--- src/rtl/debounce_pkg.sv ---
// Shared constants, per-channel flag bundle and sizing helper for the button debouncer bank.
package debounce_pkg;

    localparam int unsigned DB_BITS_100M   = 19;
    localparam int unsigned HOLD_BITS_100M = 27;

    typedef struct packed {
        logic ondn;
        logic onup;
        logic hold;
        logic held;
    } chan_flags_t;

    // Counter width whose 2^bits period covers ms milliseconds at clk_hz.
    function automatic int unsigned cycles_to_bits(input int unsigned ms, input int unsigned clk_hz);
        longint unsigned cycles;
        cycles = (64'(ms) * 64'(clk_hz)) / 64'd1000;
        return 32'($clog2(cycles));
    endfunction

endpackage

--- src/rtl/debounce_chan.sv ---
// Single button channel: two-flop synchroniser, stable-time debouncer,
// registered edge pulses and a once-per-press long-press detector.
module debounce_chan
    import debounce_pkg::*;
#(
    parameter int unsigned DB_BITS     = DB_BITS_100M,
    parameter int unsigned HOLD_BITS   = HOLD_BITS_100M,
    parameter bit          ACTIVE_LOW  = 1'b1,
    parameter bit          RESET_STATE = 1'b1
) (
    input  logic clk,
    input  logic rst,
    input  logic i_btn,
    output logic o_state,
    output logic o_ondn,
    output logic o_onup,
    output logic o_hold,
    output logic o_held
);

    logic                 s0_q, s1_q;
    logic                 state_q, state_d;
    logic [DB_BITS-1:0]   dc_q, dc_d;
    logic [HOLD_BITS-1:0] hc_q, hc_d;
    chan_flags_t          flags_q, flags_d;
    logic                 toggle_c;
    logic                 pressed_c;

    always_comb begin
        state_d       = state_q;
        dc_d          = '0;
        hc_d          = hc_q;
        flags_d       = '0;
        flags_d.held  = flags_q.held;
        toggle_c      = 1'b0;
        pressed_c     = state_q ^ ACTIVE_LOW;

        // Count consecutive disagreement; wrap only together with the toggle.
        if (s1_q != state_q) begin
            if (&dc_q) begin
                state_d  = ~state_q;
                toggle_c = 1'b1;
            end else begin
                dc_d = dc_q + DB_BITS'(1);
            end
        end

        flags_d.ondn = toggle_c & ~state_d;
        flags_d.onup = toggle_c &  state_d;

        // A release edge beats a hold that would fire in the same cycle.
        if (!pressed_c || toggle_c) begin
            hc_d         = '0;
            flags_d.held = 1'b0;
        end else if (!flags_q.held) begin
            if (&hc_q) begin
                flags_d.hold = 1'b1;
                flags_d.held = 1'b1;
            end else begin
                hc_d = hc_q + HOLD_BITS'(1);
            end
        end
    end

    always_ff @(posedge clk) begin
        if (rst) begin
            s0_q    <= RESET_STATE;
            s1_q    <= RESET_STATE;
            state_q <= RESET_STATE;
            dc_q    <= '0;
            hc_q    <= '0;
            flags_q <= '0;
        end else begin
            s0_q    <= i_btn;
            s1_q    <= s0_q;
            state_q <= state_d;
            dc_q    <= dc_d;
            hc_q    <= hc_d;
            flags_q <= flags_d;
        end
    end

    assign o_state = state_q;
    assign o_ondn  = flags_q.ondn;
    assign o_onup  = flags_q.onup;
    assign o_hold  = flags_q.hold;
    assign o_held  = flags_q.held;

endmodule

--- src/rtl/debounce_bank.sv ---
// N independent push-button conditioners packed onto vector ports.
module debounce_bank
    import debounce_pkg::*;
#(
    parameter int unsigned N           = 4,
    parameter int unsigned DB_BITS     = DB_BITS_100M,
    parameter int unsigned HOLD_BITS   = HOLD_BITS_100M,
    parameter bit          ACTIVE_LOW  = 1'b1,
    parameter bit          RESET_STATE = 1'b1
) (
    input  logic         clk,
    input  logic         rst,
    input  logic [N-1:0] i_btn,
    output logic [N-1:0] o_state,
    output logic [N-1:0] o_ondn,
    output logic [N-1:0] o_onup,
    output logic [N-1:0] o_hold,
    output logic [N-1:0] o_held
);

    for (genvar i = 0; i < N; i++) begin : g_chan
        debounce_chan #(
            .DB_BITS     (DB_BITS),
            .HOLD_BITS   (HOLD_BITS),
            .ACTIVE_LOW  (ACTIVE_LOW),
            .RESET_STATE (RESET_STATE)
        ) u_chan (
            .clk     (clk),
            .rst     (rst),
            .i_btn   (i_btn[i]),
            .o_state (o_state[i]),
            .o_ondn  (o_ondn[i]),
            .o_onup  (o_onup[i]),
            .o_hold  (o_hold[i]),
            .o_held  (o_held[i])
        );
    end

endmodule
--- config.mk ---
export PLATFORM = sky130hd
export DESIGN_NAME = debounce_bank
export DESIGN_NICKNAME = d
export VERILOG_FILES = /design/src/rtl/debounce_pkg.sv /design/src/rtl/debounce_chan.sv /design/src/rtl/debounce_bank.sv
export SDC_FILE = /design/constraint.sdc
export NUM_CORES = 1
export LEC_CHECK = 0
export ABC_AREA = 1
export ABC_CLOCK_PERIOD_IN_PS = 1880
export CORE_MARGIN = 2
export CORE_UTILIZATION = 60
export CTS_BUF_LIST = sky130_fd_sc_hd__clkbuf_8
export DETAILED_ROUTE_END_ITERATION = 8
export DONT_BUFFER_PORTS = 1
export MAX_ROUTING_LAYER = met4
export PLACE_DENSITY = 0.8
export SLEW_MARGIN = 20
export SYNTH_ARGS = -nofsm -noshare
export SYNTH_HDL_FRONTEND = slang
export SYNTH_SLANG_ARGS = --single-unit
--- constraint.sdc ---
create_clock -name clk -period 1.88 [get_ports clk]
set_clock_uncertainty 0.05 [all_clocks]
set_input_delay 0.188 -clock clk [delete_from_list [all_inputs] [get_ports clk]]
set_output_delay 0.188 -clock clk [all_outputs]
set_load 0.01 [all_outputs]
### After elaboration in Yosys (flattened, before gate mapping)

Index checks and enable logic that the tools add are counted.

| word-level totals | value |
|---|---|
| register bits after elaboration | 212 |
| input bits | 6 |
| output and inout port bits | 20 |
| word-level logic and storage cells | 128 |

| cells by class | value |
|---|---|
| add/subtract/negate cells | 8 |
| eq/ne operators | 4 |
| muxes and demuxes | 24 |
| bitwise logic cells | 28 |
| reduce and logical (&&, ||, !) cells | 28 |

Operator list:

| cell | number |
|---|---|
| $add A27 B1 Y27 const B | 4 |
| $reduce_and A27 Y1 | 4 |
| $add A19 B1 Y19 const B | 4 |
| $reduce_and A19 Y1 | 4 |
| $reduce_or A3 Y1 | 8 |
| $mux W1 | 20 |
| $not A1 Y1 | 20 |
| $and A1 B1 Y1 | 8 |
| $mux W2 | 4 |
| $reduce_and A2 Y1 | 4 |
| $reduce_or A2 Y1 | 4 |
| $logic_or A1 B1 Y1 | 4 |
| $ne A1 B1 Y1 | 4 |

### Logic depth before layout (Yosys ltp)

| logic depth | value |
|---|---|
| depth in word-level cells | 5 |
| gate-level depth with buffers | 12 |
| mapped depth without buffers | 10 |

### Hierarchy

Synthesis repeated with hierarchy kept, for this count alone.

| second synthesis, totals | value |
|---|---|
| cell total of the unflattened synthesis | 1591 |
| area, all modules | 11070.6 um^2 |

Modules (own cells, without submodules):

| module | times used | cells each | area an instance (um^2) | seq. area each (um^2) |
|---|---|---|---|---|
| debounce_chan at g_chan[0].u_chan ... | 3 | 398 | 2786.4 | 1061.0 |
| debounce_chan at g_chan[2].u_chan | 1 | 397 | 2711.4 | 1061.0 |

### Worst setup path after synthesis

Ideal clock, no wire load.

| timing path | value |
|---|---|
| kind | reg-to-reg |
| from | reg g_chan[3].u_chan.dc_q[0] |
| to | reg g_chan[3].u_chan.hc_q[20] |
| setup time | 0.115 ns |
| arrival | 1.476 ns |
| required time | 1.715 ns |
| slack | 0.239 ns |
| stages on the path, launching flop included | 12 |
| buffers on the path | 1 |
| clock period less this slack | 1.641 ns |
| cells stage by stage | dfxtp_1 > ha_1 > nand2_1 > nor2_4 > nand2_4 > nor2_8 > nand3_2 > nand2_4 > inv_2 > buf_6 > nand2_1 > nor2_1 |

| between the ends | value |
|---|---|
| longest elaborated chain between the ends | 5 |

RTL lines:

| what | RTL line | RTL |
|---|---|---|
| start, declared | debounce_chan.sv:23 | `logic [DB_BITS-1:0] dc_q, dc_d;` |
| start signal, assigned | debounce_chan.sv:70 | `dc_q <= '0;` |
| start signal, assigned | debounce_chan.sv:77 | `dc_q <= dc_d;` |
| $reduce_and A19 Y1 | debounce_chan.sv:40 | `if (&dc_q) begin` |
| $mux W1 | debounce_chan.sv:40 |  |
| $mux W1 | debounce_chan.sv:39 | `if (s1_q != state_q) begin` |
| $logic_or A1 B1 Y1 | debounce_chan.sv:52 | `if (!pressed_c \|\| toggle_c) begin` |
| $reduce_or A2 Y1 (no source line) | n/a |  |
| end signal, assigned | debounce_chan.sv:71 | `hc_q <= '0;` |
| end signal, assigned | debounce_chan.sv:78 | `hc_q <= hc_d;` |
| end, declared | debounce_chan.sv:24 | `logic [HOLD_BITS-1:0] hc_q, hc_d;` |

No other way between the ends.
A chain may end at the register's enable or synchronous reset.

### Worst setup path after layout

| timing path | value |
|---|---|
| from | reg g_chan[3].u_chan.hc_q[0] |
| to | reg g_chan[3].u_chan.hc_q[3] |

| between the ends | value |
|---|---|
| longest elaborated chain between the ends | 3 |
| elaborated cells on any way between the ends | 4 |
| classes of those cells | add/sub: 1; bitwise: 1; reduce/logical: 2 |

RTL lines:

| what |
|---|
| branches (longest 3 deep; another with $add A27 B1 Y27) |

Several ways; the timed one is not identified.

==> results.md <==
* Hpwl dp at approximately 16000 microns
* Starting DRT DRC Count at roughly 650
* PD cells at 713 nW/um^2
* Setup ws final at between 0.1 and 0.15 ns
* Slowest cell on crit path: dfxtp_2
* EDFF count, synth at 0
* Cell count after placement at 1834
* CP most frequent cell: nand2_1
* Clock root buffer master: clkbuf_8
* Total CTS buffers at 37
* Yosys reg bits at approximately 210
* Ys async rst share at 0%
* Initial core utilization at around three fifths
* Distinct cell type count after synthesis at 38
* Yosys top cell area share at 39.0%
* Htree depth at 2
* Critical Path, Cell by Cell: ha_2 -> nand2_1 -> nor2_4 -> nand3_2 -> nor2_2 -> nand2_2 -> buf_4 -> nand2_1 -> nand2_1 -> nand2_1 -> nor2_1
* Multi-input logic area at roughly 5800 sq um
* GR Overflow Total at 0
* Setup_tns at 0 ns
* CP required at approximately 2.2 ns
* Endpoints failing setup at 0
* Die Ht at between 100 and 150 microns
* Clock buffer depth at 3
* CP bufs+invs at 1
* Post-route minimum period at between 1.5 and 2 ns
* Layout net count at between 1500 and 2000
* Cells after Synth at 1624
* Setup CP Type: flip-flop to flip-flop
* Routability cong. at 0.920
* RSZ-0062 raised after global routing: yes
* DIE WIDTH at roughly 140 microns
* Initial antenna violation count at 0
* Synthesized cell area at approximately 11000 sq um
* Final Hold Vio Count at 0
* Synth cell count leaders: nand2_1 (395), nor2_1 (313), dfxtp_1 (212), inv_1 (150), nand3_1 (140)
* Drt drc at 0
* Syn_nets at between 1500 and 2000
* Top delay family on crit path: simple AND/OR/NAND/NOR gates
* Ys Warns at 0
* Fin area at ~12000 sq um
* Clock-pin slew on the worst setup and hold paths at approximately 0.05 ns
* Pre-CTS WS at approximately 0.053 ns
* Routed WL at 23500 microns
* Port Buffer Count at 0
* Worst EP arrival at approximately 2.1 ns
* CP peak stage delay at roughly 0.35 ns
* CTS tree: yes
* Leading area contributor after synthesis: dfxtp_1
* IO Pins at 26
* Vias per inst at 5.31
* CP max FO at 11
* Finished Layout Cells at 1912
* Worst Tran Pin Value at around 0.55 ns
* Synth top area cells: dfxtp_1 (39%), nand2_1 (14%), nor2_1 (11%)
* Max-Cap Viols at 0
* FF-to-FF Start: g_chan[3].u_chan.hc_q[0]$_SDFFE_PP0P_
* Area Overhead vs Synth at 10.2%
* Crit path capture type: flip-flop
* DRT antenna net count at 0
* Max-slew violations at 0
* Avg WL per Cell at about 12 microns
* Largest net degree at the start of global routing at 29
* Fillers at 1544
* Share of cells above drive strength 1 at 10.6%
* Synth Flop Type: dfxtp_1
* Top-count cell post-synth: nand2_1
* Post-synthesis sequential area ratio at a little under 40%
* Latest clock arrival within the worst-skew pair at around 0.54 ns
* Reg2Reg Depth at 11
* FF-to-FF setup slack at 0.13 ns
* Clk sinks at about 210
* Min-Delay Path Class: primary input to flip-flop
* First-pass GRT wire length at roughly 39000 microns
* Hold depth at 2
* Peak VDD IR at 764 uV
* Vias in the first global route at about 9100
* Min-Delay Endpoint: g_chan[3].u_chan.s0_q$_SDFF_PP1_
* Period Utilization, post-route at approximately 93%
* Die area at 19200 sq um
* Gr usage total at 24.0%
* R2r endpoint: g_chan[3].u_chan.hc_q[3]$_SDFFE_PP0P_
* Drt first pass iters at 6
* Leakage at between 4 and 5 nW
* Core area at about 18000 sq um
* Sequential cell area at around 4200 sq um
* ANT cells at 0
* Power Total at roughly 0.0086 W
* Syn_area_per_cell at around 6.7 sq um
* Rows at 49
* Vias at 10200
* Fmax at 0.570 GHz
* Min-delay src: i_btn[3]
* Startpoint Class: flip-flop
* Slew margin rel. at 63.1%
* Placed cell areas at 11000 sq um
* Status: completed
==> what timing repair did <==
| action | CTS | global route |
|---|---|---|
| gates resized for setup | 0 | 36 |
| endpoints found under the hold margin | 57 | 16 |
| hold buffers | 8 | 1 |
| endpoints found under the setup margin | 0 | 151 |
| buffers inserted | 0 | 4 |
==> cell usage in the layout (no fill, tap or decap), types with 10 or more instances in the layout <==
cell type  netlist  final
buf_4           21     36
nand2_2         14     17
xnor2_1         14     14
clkbuf_8         0     45
nand2_1        395    390
nand4_1         38     38
inv_1          150    164
nand3b_1        10     10
nor3_1          61     61
dfxtp_1        212    208
a21oi_1        105    105
nor2_1         313    307
nand3_1        140    137
nor2_2          10     15
or2_2           17     17
xor2_1          28     28
==> worst max-delay path by stage <==
stage / endpoint / from / cells past startpoint
after floorplan: g_chan[3].u_chan.hc_q[20]$_SDFFE_PP0P_ / g_chan[3].u_chan.dc_q[0]$_SDFF_PP0_ / 11
after global placement: g_chan[3].u_chan.hc_q[25]$_SDFFE_PP0P_ / g_chan[3].u_chan.hc_q[0]$_SDFFE_PP0P_ / 8
after detailed placement: g_chan[1].u_chan.dc_q[11]$_SDFF_PP0_ / g_chan[1].u_chan.dc_q[0]$_SDFF_PP0_ / 8
after CTS: g_chan[1].u_chan.dc_q[11]$_SDFF_PP0_ / g_chan[1].u_chan.dc_q[0]$_SDFF_PP0_ / 8
after global routing: g_chan[3].u_chan.hc_q[7]$_SDFFE_PP0P_ / g_chan[3].u_chan.hc_q[0]$_SDFFE_PP0P_ / 11
final: g_chan[3].u_chan.hc_q[3]$_SDFFE_PP0P_ / g_chan[3].u_chan.hc_q[0]$_SDFFE_PP0P_ / 11
==> power breakdown <==
group           total, W  internal [W]  switching, W
Combinational  0.0000671     0.0000283     0.0000388
Clock            0.00398       0.00215       0.00183
Sequential       0.00451       0.00450    0.00000681
==> per-layer routing <==
metal	up-vias	global-route usage, %	wire length [microns]	part of all wire (%)
met2	254	38.2	11000	47
met4	0	7.81	437	1.9
met3	48	4.01	1240	5.2
met5	-	-	0	0
li1	5267	-	-	-
met1	4584	31.3	10900	46
==> kinds of logic after synthesis <==
kind of cell | count (synthesis) | synth area share (%)
buffers and inverters | 209 | 9.07
xor gates and xnor gates | 42 | 3.38
DFF | 212 | 39.0
and+or+nand+nor | 1032 | 41.7
AOI/OAI and AO/OA | 121 | 5.92
adders and majority gates | 8 | 0.919
==> stage by stage <==
step / hold slack (ns) / utilization [%]
floorplan: 0.242 / -
global placement: 0.243 / 61.6
detailed placement: 0.244 / 61.6
CTS: 0.0227 / 65.9
global route: 0.254 / 67.0
finish: 0.261 / 67.0
==> state kept, by name, summed over array words and instances, names as in the netlist <==
signal                 flops
g_chan.u_chan.o_held       4
g_chan.u_chan.o_hold       4
g_chan.u_chan.hc_q       108
g_chan.u_chan.o_state      4
g_chan.u_chan.o_ondn       4
g_chan.u_chan.o_onup       4
g_chan.u_chan.dc_q        76
g_chan.u_chan.s1_q         4
g_chan.u_chan.s0_q         4
==> cell type report <==
| class | instances | area share, % |
|---|---|---|
| well taps | 229 | 2.39 |
| flip-flops and latches | 212 | 35.4 |
| clock buffers | 45 | 5.16 |
| multi-input cells | 1206 | 48.4 |
| inverters | 157 | 4.97 |
| repair buffers | 46 | 3.10 |
| clock inverters | 17 | 0.615 |
==> worst register-to-register path: cells and delay by family (launching register included) <==
| family | cells | cell delay (ns) |
|---|---|---|
| buf+inv | 1 | 0.19 |
| simple gates | 9 | 0.87 |
| fa+ha+maj | 1 | 0.20 |
| flops | 1 | 0.35 |
No activity file was read; power rests on OpenSTA's default activity.
